File: src/rtl/mips_pkg.sv
// mips_pkg: opcodes, control FSM states, instruction classes and ALUOp codes shared by mc_ctrl and aluctr.
package mips_pkg;
    localparam logic [5:0] OP_RTYPE = 6'b000000;
    localparam logic [5:0] OP_LW    = 6'b100011;
    localparam logic [5:0] OP_SW    = 6'b101011;
    localparam logic [5:0] OP_BEQ   = 6'b000100;
    localparam logic [5:0] OP_J     = 6'b000010;
    localparam logic [5:0] OP_ADDI  = 6'b001000;
    localparam logic [1:0] ALU_ADD   = 2'b00;
    localparam logic [1:0] ALU_SUB   = 2'b01;
    localparam logic [1:0] ALU_FUNCT = 2'b10;
    typedef enum logic [3:0] {
        S_FETCH, S_DECODE, S_MEMADR, S_MEMRD, S_MEMWB, S_MEMWR,
        S_EXEC, S_RWB, S_BRANCH, S_JUMP, S_ADDIEX, S_ADDIWB
    } state_e;
    typedef enum logic [2:0] {C_MEM, C_RTYPE, C_BEQ, C_J, C_ADDI, C_ILL} instr_class_e;
endpackage

File: src/rtl/mc_ctrl_dec.sv
// mc_ctrl_dec: opcode to instruction class, kept separate so a pipelined control can reuse it.
module mc_ctrl_dec
    import mips_pkg::*;
(
    input  logic [5:0]   opcode_i,
    output instr_class_e class_o
);
    always_comb
        class_o = (opcode_i == OP_LW || opcode_i == OP_SW) ? C_MEM :
                  opcode_i == OP_RTYPE ? C_RTYPE :
                  opcode_i == OP_BEQ   ? C_BEQ   :
                  opcode_i == OP_J     ? C_J     :
                  opcode_i == OP_ADDI  ? C_ADDI  : C_ILL;
endmodule

File: src/rtl/mc_ctrl.sv
// mc_ctrl: multicycle MIPS main control FSM with memory-ready stalls and combinational output decode.
module mc_ctrl
    import mips_pkg::*;
#(
    parameter int ST_W = 4
) (
    input  logic            clk,
    input  logic            rst_n,
    input  logic [5:0]      opcode,
    input  logic            zero,
    input  logic            mem_ready,
    output logic [1:0]      alu_op,
    output logic            alu_src_a,
    output logic [1:0]      alu_src_b,
    output logic [1:0]      pc_source,
    output logic            pc_en,
    output logic            iord,
    output logic            mem_read,
    output logic            mem_write,
    output logic            ir_write,
    output logic            reg_dst,
    output logic            mem_to_reg,
    output logic            reg_write,
    output logic            instr_done,
    output logic            illegal_op,
    output logic [ST_W-1:0] state
);
    state_e       state_q, state_d, st;
    instr_class_e cls;

    mc_ctrl_dec u_dec (.opcode_i(opcode), .class_o(cls));

    always_comb begin
        state_d = state_q;
        case (state_q)
            S_FETCH:  state_d = mem_ready ? S_DECODE : S_FETCH;
            S_DECODE: state_d = cls == C_MEM   ? S_MEMADR :
                                cls == C_RTYPE ? S_EXEC   :
                                cls == C_BEQ   ? S_BRANCH :
                                cls == C_J     ? S_JUMP   :
                                cls == C_ADDI  ? S_ADDIEX : S_FETCH;
            S_MEMADR: state_d = opcode == OP_SW ? S_MEMWR : S_MEMRD;
            S_MEMRD:  state_d = mem_ready ? S_MEMWB : S_MEMRD;
            S_MEMWR:  state_d = mem_ready ? S_FETCH : S_MEMWR;
            S_EXEC:   state_d = S_RWB;
            S_ADDIEX: state_d = S_ADDIWB;
            default:  state_d = S_FETCH;
        endcase
    end

    always_ff @(posedge clk)
        state_q <= rst_n ? state_d : S_FETCH;

    // While in reset, decode as FETCH so selects are steady; strobes are then masked.
    assign st    = rst_n ? state_q : S_FETCH;
    assign state = ST_W'(st);

    always_comb begin
        {alu_op, alu_src_a, alu_src_b, pc_source} = '0;
        {pc_en, iord, mem_read, mem_write, ir_write, reg_dst, mem_to_reg, reg_write, instr_done, illegal_op} = '0;
        case (st)
            S_FETCH: begin
                mem_read  = 1'b1;
                alu_src_b = 2'b01;
                ir_write  = mem_ready;
                pc_en     = mem_ready;
            end
            S_DECODE: begin
                alu_src_b  = 2'b11;
                illegal_op = cls == C_ILL;
                instr_done = cls == C_ILL;
            end
            S_MEMADR, S_ADDIEX: begin
                alu_src_a = 1'b1;
                alu_src_b = 2'b10;
            end
            S_MEMRD: {iord, mem_read} = 2'b11;
            S_MEMWB: {mem_to_reg, reg_write, instr_done} = 3'b111;
            S_MEMWR: begin
                {iord, mem_write} = 2'b11;
                instr_done = mem_ready;
            end
            S_EXEC: begin
                alu_src_a = 1'b1;
                alu_op    = ALU_FUNCT;
            end
            S_RWB: {reg_dst, reg_write, instr_done} = 3'b111;
            S_BRANCH: begin
                alu_src_a  = 1'b1;
                alu_op     = ALU_SUB;
                pc_source  = 2'b01;
                pc_en      = zero;
                instr_done = 1'b1;
            end
            S_JUMP: begin
                pc_source  = 2'b10;
                pc_en      = 1'b1;
                instr_done = 1'b1;
            end
            S_ADDIWB: {reg_write, instr_done} = 2'b11;
            default: ;
        endcase
        if (!rst_n)
            {pc_en, mem_read, mem_write, ir_write, reg_write, instr_done, illegal_op} = '0;
    end
endmodule
File: config.mk
export PLATFORM = sky130hd
export DESIGN_NAME = mc_ctrl
export DESIGN_NICKNAME = d
export VERILOG_FILES = /design/src/rtl/mips_pkg.sv /design/src/rtl/mc_ctrl_dec.sv /design/src/rtl/mc_ctrl.sv
export SDC_FILE = /design/constraint.sdc
export NUM_CORES = 1
export LEC_CHECK = 0
export ABC_AREA = 1
export BUFFER_PORTS_ARGS = -buffer_cell sky130_fd_sc_hd__buf_2
export CORE_MARGIN = 1.5
export CORE_UTILIZATION = 43
export CTS_BUF_LIST = sky130_fd_sc_hd__clkbuf_16
export DETAILED_ROUTE_END_ITERATION = 7
export PLACE_DENSITY = 0.86
export SLEW_MARGIN = 5
export SYNTH_ARGS = -nofsm -noshare
export SYNTH_HDL_FRONTEND = slang
export SYNTH_SLANG_ARGS = --single-unit
File: constraint.sdc
create_clock -name clk -period 1.4 [get_ports clk]
set_input_delay 0.07 -clock clk [delete_from_list [all_inputs] [get_ports clk]]
set_output_delay 0.07 -clock clk [all_outputs]
set_load 0.02 [all_outputs]
# --- After elaboration in Yosys (flattened, before gate mapping) ---
# Cells that the tools add are included.
classes:
  n_mux: 37
  n_shift: 0
  div: 0
  reduce_logical: 11
  n_lt_le_gt_ge: 0
  add_sub_neg: 0
  eq_ne: 27
  n_bitwise: 0
  multipliers: 0
op_table:
  columns: ["cell", "n"]
  rows:
  - ["case mux 4 bit (7 select lines)", 1]
  - ["== test 4 x 3 -> 1 bit, second input constant", 6]
  - ["two-way mux 4 bit", 6]
  - ["two-way mux 3 bit", 7]
  - ["== test 4 bit, second input constant", 5]
  - ["two-way mux 1 bit", 18]
  - ["== test 4 x 2 -> 1 bit, second input constant", 4]
  - ["== test 6 bit, second input constant", 2]
  - ["== test 4 x 1 -> 1 bit, second input constant", 2]
  - ["logical NOT 4 bit", 2]
  - ["case mux 2 bit (2 select lines)", 2]
  - ["== test 3 x 2 -> 1 bit, second input constant", 2]
  - ["== test 3 bit, second input constant", 2]
  - ["== test 6 x 2 -> 1 bit, second input constant", 1]
  - ["== test 6 x 3 -> 1 bit, second input constant", 1]
  - ["== test 6 x 4 -> 1 bit, second input constant", 1]
  - ["logical NOT 6 bit", 1]
  - ["case mux 1 bit (3 select lines)", 2]
  - ["case mux 2 bit (3 select lines)", 1]
  - ["OR reduction 2 bit", 3]
  - ["OR reduction 5 bit", 1]
  - ["OR reduction 4 bit", 1]
  - ["== test 3 x 1 -> 1 bit, second input constant", 1]
  - ["logical NOT 3 bit", 1]
  - ["2 further kinds", 2]
word_totals:
  latch_bits: 0
  ram_bits: 0
  wordCells: 76
  input_bits: 10
  mem_count: 0
  rom_bits: 0
  out_inout_bits: 21
  ff_bits: 4

# --- Logic depth before layout (Yosys ltp) ---
logic_depth:
  depth_word: 13
  depth_mapped: 8
  mapped_depth_nobuf: 7

# --- Cells and area by module ---
# A second synthesis with hierarchy kept.
hier_totals:
  cells_unflattened: 132
  area_unflattened_um2: 648.1
modules_own_cells:
  columns: ["module", "area_each_um2", "instances", "cells_per_inst", "seq_area_each_um2"]
  rows:
  - ["mc_ctrl", 535.5, 1, 108, 80.1]
  - ["mc_ctrl_dec", 112.6, 1, 24, 0.0]

# --- Least setup slack after synthesis ---
# No wires, ideal clock.
synth_timing:
  kind: "reg2out"
  start: "reg state_q[3]"
  end: "out pc_en"
  arrival_time_ns: 1.474
  slack_ns: -0.144
  path_buffers: 0
  stages_incl_launch_ff: 7
  path_cell_list: "dfxtp_1 -> nand2_2 -> inv_2 -> nand2_2 -> nor2_1 -> a21oi_1 -> a21oi_1"
synth_between:
  elab_chain_len: 4
  word_cells_on_any_way: 6
  classes_between: "2 x eq/ne; 3 x mux; 1 x reduce/logical"
synth_rtl:
  columns: ["item", "line_no", "source"]
  rows:
  - ["start: declaration", "mc_ctrl.sv:28", "state_e state_q, state_d, st;"]
  - ["start signal: assignment", "mc_ctrl.sv:52", "state_q <= rst_n ? state_d : S_FETCH;"]
  - ["two-way mux 4 bit (*)", "mc_ctrl.sv:55", "assign st = rst_n ? state_q : S_FETCH;"]
  - ["named net state[3]", "mc_ctrl.sv:26", "output logic [ST_W-1:0] state"]
  - ["== test 4 bit or logical NOT 4 bit (tied branches)", "mc_ctrl.sv:61", "case (st)"]
  - ["case mux 1 bit (3 select lines) (*)", "mc_ctrl.sv:61", null]
  - ["two-way mux 1 bit (*)", "mc_ctrl.sv:103", "if (!rst_n)"]
  - ["end: declaration", "mc_ctrl.sv:16", "output logic pc_en,"]
# Mark *: on every way through the listed nets, which the timed path passes. The rest lies on a longest branch.

# --- Worst setup path in the final report ---
layout_timing:
  start: "reg state_q[2]"
  end: "out instr_done"
layout_between:
  elab_chain_len: 5
  word_cells_on_any_way: 11
  classes_between: "7 x eq/ne; 3 x mux; 1 x reduce/logical"
layout_rtl:
  columns: ["item", "line_no", "source"]
  rows:
  - ["two-way mux 4 bit (*)", "mc_ctrl.sv:55", null]
  - ["== test 4 bit or == test 4 x 3 -> 1 bit (tied branches)", "mc_ctrl.sv:61", null]
  - ["OR reduction 5 bit (no line)", null, null]
  - ["case mux 1 bit (3 select lines) (*)", "mc_ctrl.sv:61", null]
  - ["two-way mux 1 bit (*)", "mc_ctrl.sv:103", null]
  - ["end: declaration", "mc_ctrl.sv:24", "output logic instr_done,"]
# Mark *: on every way between the ends. The rest lies on a longest branch, timed or not.

==> metrics.txt <==
TritonRoute pass-1 iters=4; vias per cell=5.20; most common cell after layout, fill and taps aside=buf_2; internal power=531 uW; Critical Path AT=1.35 ns; Leak Pwr=0.000591 uW; root buffer cell=clkbuf_16; all-layer global routing usage=23.6%; Max Fclk=703 MHz; via count=864; syn_nets=127; post-synth cell types=17; ratio of cells with drive above 1 in the final layout=43.0%; TritonCTS clock tree=built; final net count=163; GPL Wtd Cong=0.868; Routed Antenna Nets=0; Die ar.=1620 um^2; Yosys reg bits=4; crit path kind=flop to output pin; RSZ-0062 raised after global routing=true; max-cap violations=0; PnR worst setup slack=-0.0233 ns; worst rel slew slack=82.5%; Total Power=712 uW; synthesized instance count=117; Rows=13; DRC viols=0; synthesized area=596 um^2; grt ovf=0; # IOs=31; Tightest Hold Check Type=input port to flop; first-pass GRT wire length=2520 um; Crit. End Element=output pin; biggest regs=state_q x4; Max H-tree Level=1; Largest Register=state_q; PD cells=751 nW/um^2; TritonCTS sink count=4; Reg power frac=17.0%; crit start category=flop; status=complete, but fails checks; Net Sw Frac=25.4%; Clock Latency Late Sink=0.23 ns; core area=1300 um^2; final setup fails=1; failing checks=setup timing; clock slew at reported path FFs=0.03 ns; Slew Limit Fails=0; final hold viol count=0; Finished Core Util=72.9%; Detailed Place HPWL=1340 um; Initial DRC Count=25; max reg flops=4; drt total wl=1860 um; Comb pwr share=19.0%; final period demand of the worst path=1.42 ns; average wire per cell in the routed design=11.2 um; required time of the critical path=1.33 ns; Area Overhead vs Synth=59.2%; TritonCTS Buffers=3; synth warn=0; CP Max Fanout=4; Setup Skew=0.00545 ns; sequential fraction of the synthesis area=13.4%; Clk pwr share=64.0%; vias in the first global route=670; Die Y=40.2 um; NetSw=181 uW; I/O Buffers=30; FILL cells=98; Initial Util=45.8%; worst slew pin tran=0.262 ns; CTS max path bufs=2; worst IR drop on VDD=0.000740 V; antenna fix cells=0; Die X=40.2 um; largest net degree at the start of global routing=10; commonest cells after routing, fill and taps aside=26 x buf_2, 24 x nand2_1, 19 x nor2_1; initial antenna violation count=0; fin crit share=102%; syn avg cell area=5.09 um^2
power groups by stage:
| stage | clock [uW] | combinational [uW] | sequential [uW] |
|---|---|---|---|
| finish | 456 | 136 | 121 |
| global route | 467 | 148 | 121 |
| CTS | 458 | 119 | 121 |
| detailed placement | 0 | 111 | 124 |
| global placement | 0 | 108 | 124 |
| floorplan | 0 | 74.1 | 123 |
through the flow:
step                hold slack [ns]  setup slack (ns)  instance area (um^2)  setup TNS, ns  instances
global placement              0.459             0.113                   759              0        160
detailed placement            0.461            0.0962                   759              0        160
CTS                           0.227           0.00582                   877              0        165
finish                        0.250           -0.0233                   948        -0.0233        166
global route                  0.290            -0.144                   948         -0.248        166
floorplan                     0.290           -0.0202                   606        -0.0202        117
what timing repair did:
item / in CTS / in global routing
hold buffers: 0 / 0
gates cloned: 0 / 0
gates resized for setup: 12 / 17
buffers inserted: 2 / 1
setup endpoints to repair: 8 / 6
pin swaps: 4 / 4
endpoints found under the hold margin: 0 / 0
worst paths after layout:
path                                             from               endpoint  slack (ns)  cells after the start
worst max register to register  state_q[1]$_SDFF_PN0_  state_q[0]$_SDFF_PN0_        0.25                      6
worst max-delay path            state_q[2]$_SDFF_PN0_             instr_done       -0.02                      7
worst min register to register  state_q[2]$_SDFF_PN0_  state_q[3]$_SDFF_PN0_        0.63                      3
worst min-delay path                        mem_ready  state_q[2]$_SDFF_PN0_        0.25                      5
Yosys cell counts:
cell      number  area (um^2)
nand2_1       27          101
nor2_1        23         86.3
inv_1         17         63.8
nand3_1       14         70.1
a21oi_1        7         35.0
inv_2          5         18.8
dfxtp_1        4         80.1
nand2_2        4         25.0
nor2_2         3         18.8
buf_4          2         15.0
nand4_1        2         12.5
nor2_4         2         22.5
o211ai_1       2         15.0
o21ai_1        2         10.0
and2_1         1         6.26
o22ai_1        1         6.26
xor2_1         1         8.76
per-layer routing:
metal / vias to the layer above / share of wire (%) / GRT usage [%] / wire length (um)
li1: 437 / - / - / -
met1: 371 / 37 / 20.2 / 681
met4: 0 / 2.3 / 10.0 / 42
met5: - / 0 / 0 / 0
met2: 50 / 53 / 48.4 / 980
met3: 6 / 8.5 / 7.22 / 159
logic make-up (layout without fill, tap and decap cells):
kind of cell | count (synthesis) | in the layout | synth area share (%)
AOI/OAI and AO/OA | 12 | 12 | 11.1
buffers and inverters | 24 | 58 | 16.4
and+or+nand+nor | 76 | 76 | 57.6
xor gates and xnor gates | 1 | 1 | 1.47
DFF | 4 | 4 | 13.4
area by class of cell:
| class | instances | area [um^2] | area share, % |
|---|---|---|---|
| Multi-Input combinational cell | 89 | 479 | 50.5 |
| Timing Repair Buffer | 33 | 198 | 20.8 |
| Sequential cell | 4 | 92.6 | 9.76 |
| Inverter | 22 | 85.1 | 8.97 |
| Clock buffer | 3 | 75.1 | 7.92 |
| Tap cell | 15 | 18.8 | 1.98 |
worst max-delay path, stage by stage (launching register included):
cell and delay [ns]:
dfxtp_2 0.37, inv_1 0.07, nor2_2 0.14, nand3_2 0.12, o22ai_1 0.16, nor2_1 0.07
nand2_1 0.07, buf_6 0.11
No activity file was read; power rests on OpenSTA's default activity.
